`src/rtl/pingpong_buf.sv`:
```
// Two-bank ping-pong buffer: the writer fills one bank while the reader drains the other, swapping on burst close.
// Optional PINGPONG_DROP_EN: writer is never stalled; words aimed at a busy bank are dropped and counted.
module pingpong_buf #(
    parameter int DATA_SIZE = 16,
    parameter int ADDR_SIZE = 4,
    parameter int BURST_LEN = 16
) (
    input  logic                 wr_clk,
    input  logic                 rst_n,
    input  logic                 din_valid,
    output logic                 din_ready,
    input  logic [DATA_SIZE-1:0] din,
    input  logic                 din_last,
    output logic                 dout_valid,
    input  logic                 dout_ready,
    output logic [DATA_SIZE-1:0] dout,
    output logic                 dout_last,
    output logic                 wr_bank,
    output logic                 rd_bank,
    output logic [15:0]          drop_cnt
);
    localparam int                   DEPTH      = 1 << ADDR_SIZE;
    localparam logic [ADDR_SIZE-1:0] LAST_WADDR = ADDR_SIZE'(BURST_LEN - 1);
    localparam logic [ADDR_SIZE-1:0] ONE_A      = ADDR_SIZE'(1);
    localparam logic [ADDR_SIZE:0]   ONE_L      = (ADDR_SIZE + 1)'(1);

    typedef enum logic [1:0] {FREE, FILLING, FULL, DRAINING} bank_state_t;

    bank_state_t          r_state     [0:1];
    bank_state_t          w_state_nxt [0:1];
    logic [DATA_SIZE-1:0] r_mem       [0:1][0:DEPTH-1];
    logic [ADDR_SIZE:0]   r_len       [0:1];
    logic [ADDR_SIZE-1:0] r_wr_addr;
    logic [ADDR_SIZE-1:0] r_rd_addr;
    logic                 r_wr_bank;
    logic                 r_rd_bank;
    logic                 r_dout_valid;
    logic                 r_dout_last;
    logic [DATA_SIZE-1:0] r_dout;

    logic                 w_wr_open;
    logic                 w_wr_acc;
    logic                 w_wr_close;
    logic                 w_rd_avail;
    logic                 w_rd_load;
    logic                 w_rd_final;
    logic [ADDR_SIZE:0]   w_rd_last_idx;

    assign w_wr_open     = (r_state[r_wr_bank] == FREE) || (r_state[r_wr_bank] == FILLING);
    assign w_wr_acc      = din_valid && w_wr_open;
    assign w_wr_close    = w_wr_acc && (din_last || (r_wr_addr == LAST_WADDR));
    assign w_rd_avail    = (r_state[r_rd_bank] == FULL) || (r_state[r_rd_bank] == DRAINING);
    assign w_rd_load     = (!r_dout_valid || dout_ready) && w_rd_avail;
    assign w_rd_last_idx = r_len[r_rd_bank] - ONE_L;
    assign w_rd_final    = w_rd_load && ({1'b0, r_rd_addr} == w_rd_last_idx);

`ifdef PINGPONG_DROP_EN
    logic [15:0] r_drop_cnt;

    assign din_ready = 1'b1;
    assign drop_cnt  = r_drop_cnt;

    always_ff @(posedge wr_clk or negedge rst_n) begin
        if (!rst_n) begin
            r_drop_cnt <= '0;
        end else if (din_valid && !w_wr_open && (r_drop_cnt != 16'hFFFF)) begin
            r_drop_cnt <= r_drop_cnt + 16'd1;
        end
    end
`else
    assign din_ready = w_wr_open;
    assign drop_cnt  = '0;
`endif

    // Writer and reader never own the same bank, so both transitions can land in one cycle.
    always_comb begin
        for (int b = 0; b < 2; b++) begin
            w_state_nxt[b] = r_state[b];
            if (w_wr_acc && (r_wr_bank == 1'(b))) begin
                w_state_nxt[b] = w_wr_close ? FULL : FILLING;
            end
            if (w_rd_load && (r_rd_bank == 1'(b))) begin
                w_state_nxt[b] = w_rd_final ? FREE : DRAINING;
            end
        end
    end

    always_ff @(posedge wr_clk or negedge rst_n) begin
        if (!rst_n) begin
            r_state[0] <= FREE;
            r_state[1] <= FREE;
        end else begin
            r_state[0] <= w_state_nxt[0];
            r_state[1] <= w_state_nxt[1];
        end
    end

    always_ff @(posedge wr_clk or negedge rst_n) begin
        if (!rst_n) begin
            r_wr_addr <= '0;
            r_wr_bank <= 1'b0;
            r_len[0]  <= '0;
            r_len[1]  <= '0;
        end else if (w_wr_acc) begin
            if (w_wr_close) begin
                r_len[r_wr_bank] <= {1'b0, r_wr_addr} + ONE_L;
                r_wr_addr        <= '0;
                r_wr_bank        <= ~r_wr_bank;
            end else begin
                r_wr_addr <= r_wr_addr + ONE_A;
            end
        end
    end

    always_ff @(posedge wr_clk) begin
        if (w_wr_acc) begin
            r_mem[r_wr_bank][r_wr_addr] <= din;
        end
    end

    always_ff @(posedge wr_clk or negedge rst_n) begin
        if (!rst_n) begin
            r_rd_addr    <= '0;
            r_rd_bank    <= 1'b0;
            r_dout_valid <= 1'b0;
            r_dout_last  <= 1'b0;
            r_dout       <= '0;
        end else if (w_rd_load) begin
            r_dout       <= r_mem[r_rd_bank][r_rd_addr];
            r_dout_last  <= w_rd_final;
            r_dout_valid <= 1'b1;
            if (w_rd_final) begin
                r_rd_addr <= '0;
                r_rd_bank <= ~r_rd_bank;
            end else begin
                r_rd_addr <= r_rd_addr + ONE_A;
            end
        end else if (dout_ready) begin
            r_dout_valid <= 1'b0;
        end
    end

    assign dout_valid = r_dout_valid;
    assign dout       = r_dout;
    assign dout_last  = r_dout_last;
    assign wr_bank    = r_wr_bank;
    assign rd_bank    = r_rd_bank;

endmodule
```
`config.mk`:
```
export PLATFORM = sky130hd
export DESIGN_NAME = pingpong_buf
export DESIGN_NICKNAME = d
export VERILOG_FILES = /design/src/rtl/pingpong_buf.sv
export SDC_FILE = /design/constraint.sdc
export NUM_CORES = 1
export LEC_CHECK = 0
export ABC_CLOCK_PERIOD_IN_PS = 2800
export CORE_ASPECT_RATIO = 1.25
export CORE_MARGIN = 3
export CORE_UTILIZATION = 30
export DETAILED_ROUTE_END_ITERATION = 6
export HOLD_SLACK_MARGIN = 0.08
export RECOVER_POWER = 50
export SYNTH_ARGS = -nofsm -noshare
export SYNTH_HDL_FRONTEND = slang
export SYNTH_SLANG_ARGS = --single-unit
```
`constraint.sdc`:
```
create_clock -name wr_clk -period 2.8 [get_ports wr_clk]
set_input_delay 0.28 -clock wr_clk [delete_from_list [all_inputs] [get_ports wr_clk]]
set_output_delay 0.28 -clock wr_clk [all_outputs]
set_load 0.02 [all_outputs]
```
==> flow_summary.toml, run 1 <==
[layout]
syn_to_final_growth_pct = 16.7
nets = 1261
final_common_cell = "edfxtp_1"
design_area_um2 = 25400
nFillCells = 6572
drive_gt1_frac = 0.213
layout_common_cells = "edfxtp_1 (512), mux2i_1 (99), mux4_2 (88), nor2_1 (84), buf_4 (74)"
register_area_um2 = 16400
multi_input_area_um2 = 4920
n_antenna_cell = 0
finish.utilization = 0.356

[setup_path]
max_stage_delay_ps = 640
worstPathArrival_ps = 3080
critPathSlowestCell = "a2111oi_0"
critical_path_class = "reg2reg"
worstPathRequired_ps = 3210
critical_path.max_fanout = 17
cp_common_cell = "buf_12"
critPathCaptureType = "flop"
startpoint_type = "flop"
crit_chain = "buf_12, buf_12, mux4_2, mux2i_1, nor2_1, a2111oi_0, nor3_1"

[floorplanning]
start_util = 0.305
core_area_um2 = 71300
die_area_um2 = 75800
die_x_um = 247
rows = 109
io_pins = 58
dieHeight_um = 307

[global_route]
grtUsageMet2 = 0.229
top_usage_layer = "met2"
grt_max_degree = 34
met3_usage = 0.0167
grt_pass1_vias = 11223
use_met1 = 0.171
grt_pass1_wl_um = 73900
grt-ovfl-total = 0
antenna_found_initial = 0
grt_usage = 0.130

[synthesis]
synth_top_area_frac = 0.707
synth.avg_cell_area_um2 = 19.8
synth_edf_count = 512
yosys_warnings = 0
ys_seq_area_frac = 0.753
synth.area.top_cells = "edfxtp_1 (71%), mux4_2 (9.1%), dfrtp_1 (4.6%), mux2i_1 (4.6%), nor2_1 (1.5%)"
ys_ff_latch = 552
synth-main-ff-cell = "edfxtp_1"
yosys.area.top_type = "edfxtp_1"
synth_cell_types = 49
netlist_area_um2 = 21700
synthArstFlopShare = 0.0725
netlist_instances = 1096

[detailed_routing]
num_vias = 10753
drt_iter0_drc = 902
drtAntennaViolNets = 0
viasPerCell = 4.85
drt_wl_total_um = 49200
drcViolationCount = 0
wl_per_cell_um = 22.2
first_pass_iters = 5

[placed_design]
port_buffers = 41
post_dp_cell_area_um2 = 23800
dp_slack_ps = -120
dp_hpwl_um = 31400
routabilityCongestion = 0.800

[sta]
layout_min_cycle_time_ps = 2670
drv_slew = 261
fmax_ghz = 0.375
fin_hold_ws_ps = 419
worst_slew_pin_slew_ps = 1840
fin_crit_sh = 0.953
relSlewSlack = -0.226
fin_ws_ps = 133
hold_viol_final = 0
rsz0062_at_grt = "false"
tns_ps = 0
skew_ps = 16.0
setup_viol = 0

[clock_tree]
clock-root-buffer = "clkbuf_16"
clockBufferDepth = 3
path_clk_slew_ps = 60
h-tree-depth = 2
clock_sinks = 552
post_cts_buffers = 0
clk_latency_ps = 570
cts_tree = "built"
cts_made_buffers = 50

[power]
p_per_area_nw_per_um2 = 928
ir_worst_vdd_mv = 0.435
cellLeakagePower_uw = 0.00835

[status]
failed_checks = "capacitance limit, slew limit"
status = "complete, but fails checks"

[job]
cap_violations = 8

[worst_hold_path]
hold_path_class = "in2reg"
==> worst max-delay path: cells and delay by family (launching register included) <==
kind | cells | cell delay (ps)
muxes | 2 | 670
AOI/OAI and AO/OA | 1 | 640
DFF | 1 | 600
buffers and inverters | 2 | 390
and+or+nand+nor | 2 | 200
==> routing by layer <==
| layer | part of all wire | vias to the layer above |
|---|---|---|
| met2 | 0.52 | 295 |
| li1 | - | 4697 |
| met5 | 0 | - |
| met3 | 0.041 | 50 |
| met4 | 0.016 | 0 |
| met1 | 0.42 | 5711 |
==> registers in the layout (all words and copies together) (netlist names) <==
register	count
r_rd_addr	4
r_state	2
r_wr_addr	4
wr_bank	1
dout_valid	1
r_len	10
r_mem	512
rd_bank	1
dout_last	1
dout	16
==> per-stage QoR <==
step / total power [uW] / cells
after floorplan: 14800 / 1111
after global placement: 16900 / 2124
after detailed placement: 17000 / 2124
after CTS: 23800 / 2218
after global routing: 24600 / 2218
final: 23600 / 2218
==> cell families after synthesis <==
group / synth area share
AO/OA/AOI/OAI: 0.0321
buffers and inverters: 0.0258
AND/OR/NAND/NOR: 0.0320
XOR/XNOR: 0.00443
multiplexers: 0.149
adder cells (fa/ha/maj): 0.00345
other: 0.000172
flip-flops: 0.753
==> power breakdown <==
part           leakage, uW  switching, uW  total [uW]  internal (uW)
sequential         0.00507            474        9940           9460
combinational      0.00250           3670        6790           3120
clock             0.000787           2950        6820           3860
==> final cells by class <==
class,count,share of cell area
sequential,552,0.646
multi-input combinational,481,0.194
clock buffer,60,0.0508
timing repair buffer,144,0.0488
tap,943,0.0465
clock inverter,33,0.0137
inverter,5,0.000740
==> timing repair <==
action                     in CTS  in global routing
gates resized for setup         4                  2
hold endpoints to repair       27                  0
setup endpoints to repair       4                  2
hold buffers                    1                  0
==> path summary, 6_finish.rpt <==
check / endpoint / startpoint / slack (ps) / cells past startpoint
max reg2reg: dout[2]$_DFFE_PN0P_ / rd_bank$_DFFE_PN0P_ / 130 / 7
min: r_wr_addr[2]$_DFFE_PN0P_ / din_last / 420 / 2
max in group asynchronous: r_rd_addr[0]$_DFFE_PN0P_ / rst_n / 720 / 2
max: dout[2]$_DFFE_PN0P_ / rd_bank$_DFFE_PN0P_ / 130 / 7
min reg2reg: r_len[4]$_DFFE_PN0P_ / r_len[4]$_DFFE_PN0P_ / 480 / 1
min in group asynchronous: r_wr_addr[1]$_DFFE_PN0P_ / rst_n / 780 / 2
==> cell usage after synthesis (all sizes together) (2+ instances only) <==
cell     number
nor2         87
and2          3
a211oi        2
and3          2
a31oi         2
a2111oi      33
xor2          6
a21o          3
mux4         96
a21oi         4
mux2          5
nand3         5
nand2        25
nand2b        4
xnor2         5
buf          48
nor2b         2
nand3b        5
nor3         17
ha            6
o22ai        32
dfrtp        40
clkbuf       24
o21ai        12
inv           5
or3           3
edfxtp      512
mux2i        99
Power figures use the tool's default switching activity.
==> run 2, diff against run 1 <==
ABC_CLOCK_PERIOD_IN_PS = 3500   (was 2800)
CTS_BUF_LIST = sky130_fd_sc_hd__clkbuf_2 sky130_fd_sc_hd__clkbuf_4 sky130_fd_sc_hd__clkbuf_8   (was default)
clock period = 3.5 ns   (was 2.8 ns; I/O delays follow)
==> run 2 against run 1 <==
The flow still finishes with violations (capacitance limit, slew limit). Setup slack improved by 30 ps. Final cell count is 1.4% higher. Die area unchanged. Count of clock-buffer cells in the layout rose by 45. Via count shrank 0.86%. Register-to-register slack better by 30 ps. Global-route usage about the same. Largest cell class unchanged.
==> flow_summary.toml, run 2 (synthesis results as in run 1) <==
[setup_path]
worstPathRequired_ps = 3980
critical_path.max_fanout = 42
critPathCaptureType = "flop"
worstPathArrival_ps = 3820
startpoint_type = "flop"
critical_path_class = "reg2reg"

[global_route]
grt_max_degree = 61
grt_usage = 0.130
antenna_found_initial = 5
grt-ovfl-total = 0
grt_pass1_vias = 11196
grt_pass1_wl_um = 72600

[detailed_routing]
viasPerCell = 4.74
drtAntennaViolNets = 0
drt_iter0_drc = 811
drcViolationCount = 0
drt_wl_total_um = 48800
num_vias = 10661
first_pass_iters = 5
wl_per_cell_um = 21.7

[clock_tree]
post_cts_resized = 0
cts_made_buffers = 80
clock_sinks = 552
clk_latency_ps = 650
cts_tree = "built"
path_clk_slew_ps = 70
clock-root-buffer = "clkbuf_8"
clockBufferDepth = 3
h-tree-depth = 3

[layout]
nets = 1263
largest_register_ffs = 512
final_common_cell = "edfxtp_1"
drive_gt1_frac = 0.233
top_register = "r_mem"
syn_to_final_growth_pct = 15.2
layout_common_cells = "edfxtp_1 (512), mux2i_1 (99), mux4_2 (88), clkbuf_8 (86), nor2_1 (84)"
finish.utilization = 0.351

[placed_design]
routabilityCongestion = 0.785
dp_hpwl_um = 30300
port_buffers = 41

[sta]
setup_viol = 0
fmax_ghz = 0.300
tns_ps = 0
rsz0062_at_grt = "false"
hold_viol_final = 0
relSlewSlack = -0.210
drv_slew = 194
fin_crit_sh = 0.953
skew_ps = 33.3
layout_min_cycle_time_ps = 3340
worst_slew_pin_slew_ps = 1820

[power]
p_per_area_nw_per_um2 = 727
finalPower_uw = 18200
cellLeakagePower_uw = 0.00829
ir_worst_vdd_mv = 0.563

[floorplanning]
core_area_um2 = 71300
io_pins = 58
start_util = 0.305
die_area_um2 = 75800
rows = 109
die_x_um = 247
dieHeight_um = 307

[status]
failed_checks = "capacitance limit, slew limit"
status = "complete, but fails checks"

[job]
cap_violations = 6

[worst_hold_path]
hold_path_class = "in2reg"
## run 2: cell count changes in the layout (fill, tap and decap cells not counted), moves of 4 or more
cell             change
buf_12               -6
clkbuf_8            +86
clkbuf_4            +19
buf_4               -10
clkbuf_16           -50
clkbuf_1            -22
dlygate4sd3_1        -5
clkinv_2             +6
clkdlybuf4s50_1      +5
clkinv_1            +13
a2111oi_0            +4
## run 2: through the flow
step	hold WS (ps)	cell area, um^2	worst slack (ps)	cells
global placement	453	23500	387	2096
floorplan	54.4	21800	561	1111
finish	383	25100	163	2248
global route	374	25100	158	2245
CTS	326	25100	328	2245
detailed placement	468	23500	327	2096
## run 2: repair_timing
item,CTS,global route
hold buffers,1,0
buffers inserted,0,0
hold endpoints to repair,27,0
## run 2: per-layer routing
layer	vias to the layer above	track usage	wire, um
li1	4723	-	-
met1	5580	0.158	19900
met2	279	0.225	25100
met3	77	0.0299	2560
met4	2	0.0448	1270
met5	-	0	13
## run 2: worst paths after layout
| path | from | end | slack (ps) | depth (start not counted) |
|---|---|---|---|---|
| setup / recovery | r_rd_addr[0]$_DFFE_PN0P_ | dout[9]$_DFFE_PN0P_ | 160 | 6 |
| hold / removal | din_last | r_wr_addr[2]$_DFFE_PN0P_ | 380 | 2 |
| setup reg to reg | r_rd_addr[0]$_DFFE_PN0P_ | dout[9]$_DFFE_PN0P_ | 160 | 6 |
| hold reg to reg | dout_last$_DFFE_PN0P_ | dout_last$_DFFE_PN0P_ | 480 | 1 |
| max in group asynchronous | rst_n | dout[10]$_DFFE_PN0P_ | 1240 | 3 |
| min in group asynchronous | rst_n | r_len[1]$_DFFE_PN0P_ | 750 | 2 |
## run 2: power by group
part	switching, uW	internal [uW]
clock	2420	2710
combinational	2740	2310
sequential	468	7570
total	5630	12600
## run 2: critical path: stages, from the launching register on
cell and delay [ps]:
dfrtp_4 860, buf_4 390, mux4_2 340, mux2i_1 250, nor2_1 90, a2111oi_0 1070
nor3_1 110
## run 2: layout make-up
type	instances	area, um^2
diodes	3	7.51
clock buffers	105	1330
clock inverters	43	272
fillers	6543	46300
inverters	5	18.8
multi-input cells	481	4870
flip-flops and latches	552	16400
well taps	943	1180
repair buffers	116	997
==> run 3, diff against run 2 <==
HOLD_SLACK_MARGIN = 0.03   (was 0.08)
==> results of run 3 <==
The final DEF is identical to that of run 2; final timing and power are the same.
